### src/rtl/reg_file_rename_pkg.sv
// Shared widths, the operand lookup result type and the lookup priority
// resolution used by the register file with rename tags.
package reg_file_rename_pkg;

   localparam int unsigned ROB_WIDTH_BIT = 4;
   localparam int unsigned REG_NUM       = 32;
   localparam int unsigned REG_IDX_W     = 5;
   localparam int unsigned DATA_W        = 32;

   localparam logic [REG_IDX_W-1:0] ZERO_REG = 5'd0;

   typedef struct packed {
      logic [DATA_W-1:0]        val;
      logic                     dep_valid;
      logic [ROB_WIDTH_BIT-1:0] dep;
   } lookup_t;

   // Operand resolution: zero reg, commit bypass, ROB bypass, pending tag, stored value.
   function automatic lookup_t resolve(
      input logic                     is_zero,
      input logic                     commit_hit,
      input logic [DATA_W-1:0]        commit_val,
      input logic                     busy,
      input logic [ROB_WIDTH_BIT-1:0] tag,
      input logic                     rob_ready,
      input logic [DATA_W-1:0]        rob_val,
      input logic [DATA_W-1:0]        value
   );
      lookup_t res;
      res = '0;
      if (is_zero) begin
         res = '0;
      end else if (busy && commit_hit) begin
         res.val = commit_val;
      end else if (busy && rob_ready) begin
         res.val = rob_val;
      end else if (busy) begin
         res.dep_valid = 1'b1;
         res.dep       = tag;
      end else begin
         res.val = value;
      end
      return res;
   endfunction

endpackage

### src/rtl/reg_file_rename.sv
// Architectural register file with per-register rename tags; resolves decoder
// operands to a value or to the ROB entry that will produce it.
module reg_file_rename
   import reg_file_rename_pkg::*;
(
   input  logic                     clk_in,
   input  logic                     rst_in,
   input  logic                     rdy_in,
   input  logic                     clear,

   input  logic                     commit_valid,
   input  logic [REG_IDX_W-1:0]     commit_reg,
   input  logic [DATA_W-1:0]        commit_val,
   input  logic [ROB_WIDTH_BIT-1:0] commit_rob_id,

   input  logic                     rename_valid,
   input  logic [REG_IDX_W-1:0]     rename_reg,
   input  logic [ROB_WIDTH_BIT-1:0] rename_rob_id,

   input  logic [REG_IDX_W-1:0]     rs1_reg,
   input  logic [REG_IDX_W-1:0]     rs2_reg,

   output logic [ROB_WIDTH_BIT-1:0] rob_rs1_id,
   input  logic                     rob_rs1_ready,
   input  logic [DATA_W-1:0]        rob_rs1_val,
   output logic [ROB_WIDTH_BIT-1:0] rob_rs2_id,
   input  logic                     rob_rs2_ready,
   input  logic [DATA_W-1:0]        rob_rs2_val,

   output logic [DATA_W-1:0]        rs1_val,
   output logic                     rs1_dep_valid,
   output logic [ROB_WIDTH_BIT-1:0] rs1_dep,
   output logic [DATA_W-1:0]        rs2_val,
   output logic                     rs2_dep_valid,
   output logic [ROB_WIDTH_BIT-1:0] rs2_dep
);

   logic [DATA_W-1:0]        value_q [REG_NUM];
   logic [ROB_WIDTH_BIT-1:0] tag_q   [REG_NUM];
   logic [REG_NUM-1:0]       busy_q;

   logic [REG_NUM-1:0]       commit_sel;
   logic [REG_NUM-1:0]       rename_sel;

   lookup_t                  rs1_res;
   lookup_t                  rs2_res;
   logic                     rs1_commit_hit;
   logic                     rs2_commit_hit;

   // One-hot write selects; x0 is never selected so it stays zero forever.
   always_comb begin
      commit_sel = '0;
      rename_sel = '0;
      for (int i = 1; i < REG_NUM; i++) begin
         commit_sel[i] = commit_valid && (commit_reg == REG_IDX_W'(i));
         rename_sel[i] = rename_valid && (rename_reg == REG_IDX_W'(i));
      end
   end

   // Clear drops every pending tag; rename beats a same-cycle commit on busy/tag.
   always_ff @(posedge clk_in or negedge rst_in) begin
      if (!rst_in) begin
         for (int i = 0; i < REG_NUM; i++) begin
            value_q[i] <= '0;
            tag_q[i]   <= '0;
         end
         busy_q <= '0;
      end else if (rdy_in) begin
         for (int i = 0; i < REG_NUM; i++) begin
            if (commit_sel[i]) begin
               value_q[i] <= commit_val;
            end
            if (clear) begin
               busy_q[i] <= 1'b0;
               tag_q[i]  <= '0;
            end else if (rename_sel[i]) begin
               busy_q[i] <= 1'b1;
               tag_q[i]  <= rename_rob_id;
            end else if (commit_sel[i] && (tag_q[i] == commit_rob_id)) begin
               busy_q[i] <= 1'b0;
            end
         end
      end
   end

   // Combinational lookups against pre-edge state.
   always_comb begin
      rs1_commit_hit = commit_valid && (commit_reg == rs1_reg)
                       && (tag_q[rs1_reg] == commit_rob_id);
      rs2_commit_hit = commit_valid && (commit_reg == rs2_reg)
                       && (tag_q[rs2_reg] == commit_rob_id);

      rs1_res = resolve(rs1_reg == ZERO_REG, rs1_commit_hit, commit_val,
                        busy_q[rs1_reg], tag_q[rs1_reg],
                        rob_rs1_ready, rob_rs1_val, value_q[rs1_reg]);
      rs2_res = resolve(rs2_reg == ZERO_REG, rs2_commit_hit, commit_val,
                        busy_q[rs2_reg], tag_q[rs2_reg],
                        rob_rs2_ready, rob_rs2_val, value_q[rs2_reg]);
   end

   assign rob_rs1_id    = tag_q[rs1_reg];
   assign rob_rs2_id    = tag_q[rs2_reg];

   assign rs1_val       = rs1_res.val;
   assign rs1_dep_valid = rs1_res.dep_valid;
   assign rs1_dep       = rs1_res.dep;
   assign rs2_val       = rs2_res.val;
   assign rs2_dep_valid = rs2_res.dep_valid;
   assign rs2_dep       = rs2_res.dep;

endmodule

### config.mk
export PLATFORM = sky130hd
export DESIGN_NAME = reg_file_rename
export DESIGN_NICKNAME = d
export VERILOG_FILES = /design/src/rtl/reg_file_rename_pkg.sv /design/src/rtl/reg_file_rename.sv
export SDC_FILE = /design/constraint.sdc
export NUM_CORES = 2
export LEC_CHECK = 0
export CAP_MARGIN = 40
export CORE_MARGIN = 4
export CORE_UTILIZATION = 30
export DETAILED_ROUTE_END_ITERATION = 16
export DONT_BUFFER_PORTS = 1
export GPL_ROUTABILITY_DRIVEN = 0
export PLACE_DENSITY = 0.5
export REMOVE_ABC_BUFFERS = 1
export SETUP_SLACK_MARGIN = 0.4
export SLEW_MARGIN = 25
export SYNTH_ARGS = -nofsm -noshare
export SYNTH_HDL_FRONTEND = slang
export SYNTH_SLANG_ARGS = --single-unit
### constraint.sdc
create_clock -name clk_in -period 11.71 [get_ports clk_in]
set_input_delay 1.7565 -clock clk_in [delete_from_list [all_inputs] [get_ports clk_in]]
set_output_delay 1.7565 -clock clk_in [all_outputs]
set_load 0.005 [all_outputs]
==> results.toml <==
[critical_path]
regToRegSetupSlack_ns = 9.89
reg2reg_to = "busy_q[11]"
worst-r2r-cell-count = 5
max_stage_delay_ns = 1.16
worst_setup_path_end_kind = "output pin"
largest_delay_share_family_worst_path = "simple AND/OR/NAND/NOR gates"
cp_num_buf_inv = 2
cpMostUsedCell = "buf_4"
crit_chain = "nor2b_4 -> buf_4 -> a221oi_1 -> o32ai_1 -> nor4b_1 -> a2111oi_0 -> nand4b_1 -> buf_4 -> mux2_2"
crit_slowest_cell = "nor2b_4"
worst-setup-path-type = "input port to output pin"
setup.worst_path.start_class = "input port"
worst_ep_arrival_time_ns = 6.79
critical_path_required_ns = 9.95
worst-path-max-fanout = 297
rr_startpoint = "tag_q[80]"

[placement]
numPortBuffers = 0
dpl.hpwl_um = 127000
placed_cells = 6928

[power_and_ir_drop]
pwr-share-seq_pct = 44.9
power.density_nw_per_um2 = 149
p_leak_nw = 30.9
proportion_of_total_power_due_to_net_switching_pct = 25.5
reported_net_switching_power_mw = 2.76
clock_power_share_pct = 39.1
fin_total_pwr_mw = 10.8
intPower_mw = 8.07
comb_power_share_pct = 15.9
worst_ir_drop_vdd_mv = 0.144

[clocking]
ctsHoldBuffers = 0
htree_levels = 4
cts.sink_count = 1147
post_cts.resized_instances = 0
cts-root-to-sink-buffers = 3
cts_root_buf = "clkbuf_16"
numCtsBuffers = 134
post_cts_buffers = 0
path_clk_slew_ns = 0.05
clock_insertion_delay_worst_skew_ns = 0.76
cts_tree = "done"

[cells_and_area]
postLayoutCoreUtil_pct = 33.8
drive_above_1_share_pct = 50.3
n_fill_cell = 20771
fin_cells = 7171
area_added_between_synthesis_and_finish_pct = 11.6
num-nets-final = 4363

[status]
violations = "slew limit"
outcome = "complete, but fails checks"

[timing]
setup_viol = 0
clock-skew-final_ns = 0.0196
fmaxAchievable_mhz = 117
finalMaxSlewViolations = 225
fin_setup_tns_ns = 0
rsz0062_at_grt = "false"
worst_pin_slew_ns = 2.35
finalCritPeriodShare_pct = 73.0
final-hold-violation-count = 0
slew-limit-headroom_pct = -56.5
period_minus_slack_ns = 8.55

[floorplanning]
core.rowCount = 170
core_area_um2 = 215000
io_pins = 214
effective_utilization_at_floorplan_pct = 30.2
design.die.area_um2 = 224000
die_height_um = 474
die_x_um = 474

[grt]
grt_antenna_before_repair = 9
grt_pass1_wl_um = 320000
global_route.overflow_total = 0
first_global_vias = 42886
globalRouteTotalUtil_pct = 19.7
grt_start_max_net_pins = 306

[detailed_routing]
first_iter_violations = 3427
routedWlPerCell_um = 31.1
routed-via-count = 40889
routed_wl_um = 223000
vias_per_cell = 5.70
first_pass_iters = 8
post-route-drc-count = 0
drtAntennaViolNets = 0

[synth]
synth_cell_type_count = 62
seq_cells_post_synth = 1147
synth.top_cell.area_share_pct = 44.1
synthesis.yosys.warnings = 0
synth-edff-count = 0
post_synthesis_cell_count = 4470
sequential_to_total_area_share_from_yosys_stat_pct = 44.1
netlist.top_cell.by_area = "dfrtp_1"
synth_area_leaders = "dfrtp_1 44%, mux4_2 22%, mux2_2 20%, xor2_1 1.5%, clkbuf_1 1.5%"
syn_area_um2 = 65000
yosysMostFrequentCell = "mux2_2"
ys.flop_type = "dfrtp_1"
syn_area_per_cell_um2 = 14.6
ys_top_cells_by_count = "1,169 x mux2_2, 1,147 x dfrtp_1, 639 x mux4_2"
async_flop_share_pct = 100

[hold_path]
holdCritPathClass = "flip-flop to flip-flop"
timing.hold.worst_endpoint = "value_q[677]"
min_delay_path_depth = 1
hold_path_startpoint = "value_q[677]"

[flow_run]
maxCapViolCount = 0
power groups by stage:
| stage | sequential [mW] | combinational, mW | clock (mW) |
|---|---|---|---|
| detailed placement | 4.93 | 1.73 | 0 |
| floorplan | 4.78 | 1.34 | 0 |
| CTS | 4.86 | 1.73 | 4.35 |
| global route | 4.93 | 1.86 | 4.50 |
| global placement | 4.89 | 1.70 | 0 |
| finish | 4.87 | 1.73 | 4.24 |
placed cells by master (no fill, tap or decap), types with 19 or more instances in the layout:
| cell type | instances |
|---|---|
| clkbuf_16 | 137 |
| a22o_1 | 69 |
| nor4_1 | 28 |
| nor2b_1 | 24 |
| o21ai_0 | 148 |
| clkinv_2 | 19 |
| mux2_2 | 1169 |
| mux2_4 | 25 |
| nor2_1 | 60 |
| nand2_1 | 161 |
| clkbuf_8 | 28 |
| o211ai_1 | 36 |
| mux4_2 | 639 |
| buf_4 | 48 |
| mux2i_1 | 51 |
| dfrtp_1 | 1147 |
| nand3_1 | 51 |
| xnor2_1 | 23 |
| xor2_1 | 114 |
| buf_16 | 24 |
| nand2b_1 | 50 |
| clkbuf_1 | 30 |
worst register-to-register path: stages, from the launching register on:
cell and delay (ns):
dfrtp_1 0.47, xor2_1 0.19, or4_1 0.46, nor4b_1 0.26, o21ai_0 0.13, a22o_1 0.19
area by class of cell:
type / instances / area, µm² / area share [%]
Antenna cell: 3 / 7.51 / 0.0103
Clock buffer: 195 / 3930 / 5.41
Clock inverter: 40 / 462 / 0.636
Inverter: 7 / 36.3 / 0.0500
Multi-Input combinational cell: 2858 / 34700 / 47.8
Sequential cell: 1147 / 28700 / 39.5
Tap cell: 2838 / 3550 / 4.89
Timing Repair Buffer: 83 / 1220 / 1.68
how the worst max path moves through the flow:
stage	slack (ns)	start	end	depth (start not counted)
2_1_floorplan	3.64	rs2_reg[3]	rs2_val[0]	7
3_3_place_gp	4.25	rs1_reg[0]	rs1_val[9]	9
3_5_place_dp	4.38	rs2_reg[0]	rs2_val[9]	9
4_1_cts	4.34	rs2_reg[0]	rs2_val[9]	9
5_1_grt	4.42	rs2_reg[3]	rs2_val[31]	7
6_report	3.16	rs2_reg[0]	rs2_val[9]	9
sequential cells by signal, indices dropped and copies added, names as in the netlist:
register	cells
tag_q	124
value_q	992
busy_q	31
stage by stage:
step	hold slack (ns)	worst slack (ns)	instance area (µm²)
floorplan	0.456	3.64	63200
global placement	0.499	4.25	67500
detailed placement	0.509	4.38	68100
CTS	0.522	4.34	72500
global route	0.534	4.42	72600
finish	0.520	3.16	72600
layer usage:
metal / wire (µm) / up-vias / global-route usage (%)
met1: 97500 / 22501 / 27.0
met5: 13 / - / 0
met2: 105000 / 1309 / 31.5
met3: 14600 / 292 / 4.28
li1: - / 16785 / -
met4: 5910 / 2 / 5.34
cells by family (layout without fill, tap and decap cells):
family	count (synthesis)	count (layout)	synth area share, %
AOI/OAI and AO/OA	378	378	3.89
other	0	3	0
DFF	1147	1147	44.1
and+or+nand+nor	458	458	3.44
xor gates and xnor gates	138	138	1.87
buffers and inverters	465	325	2.95
muxes	1884	1884	43.7
No activity file was read; power rests on OpenSTA's default activity.
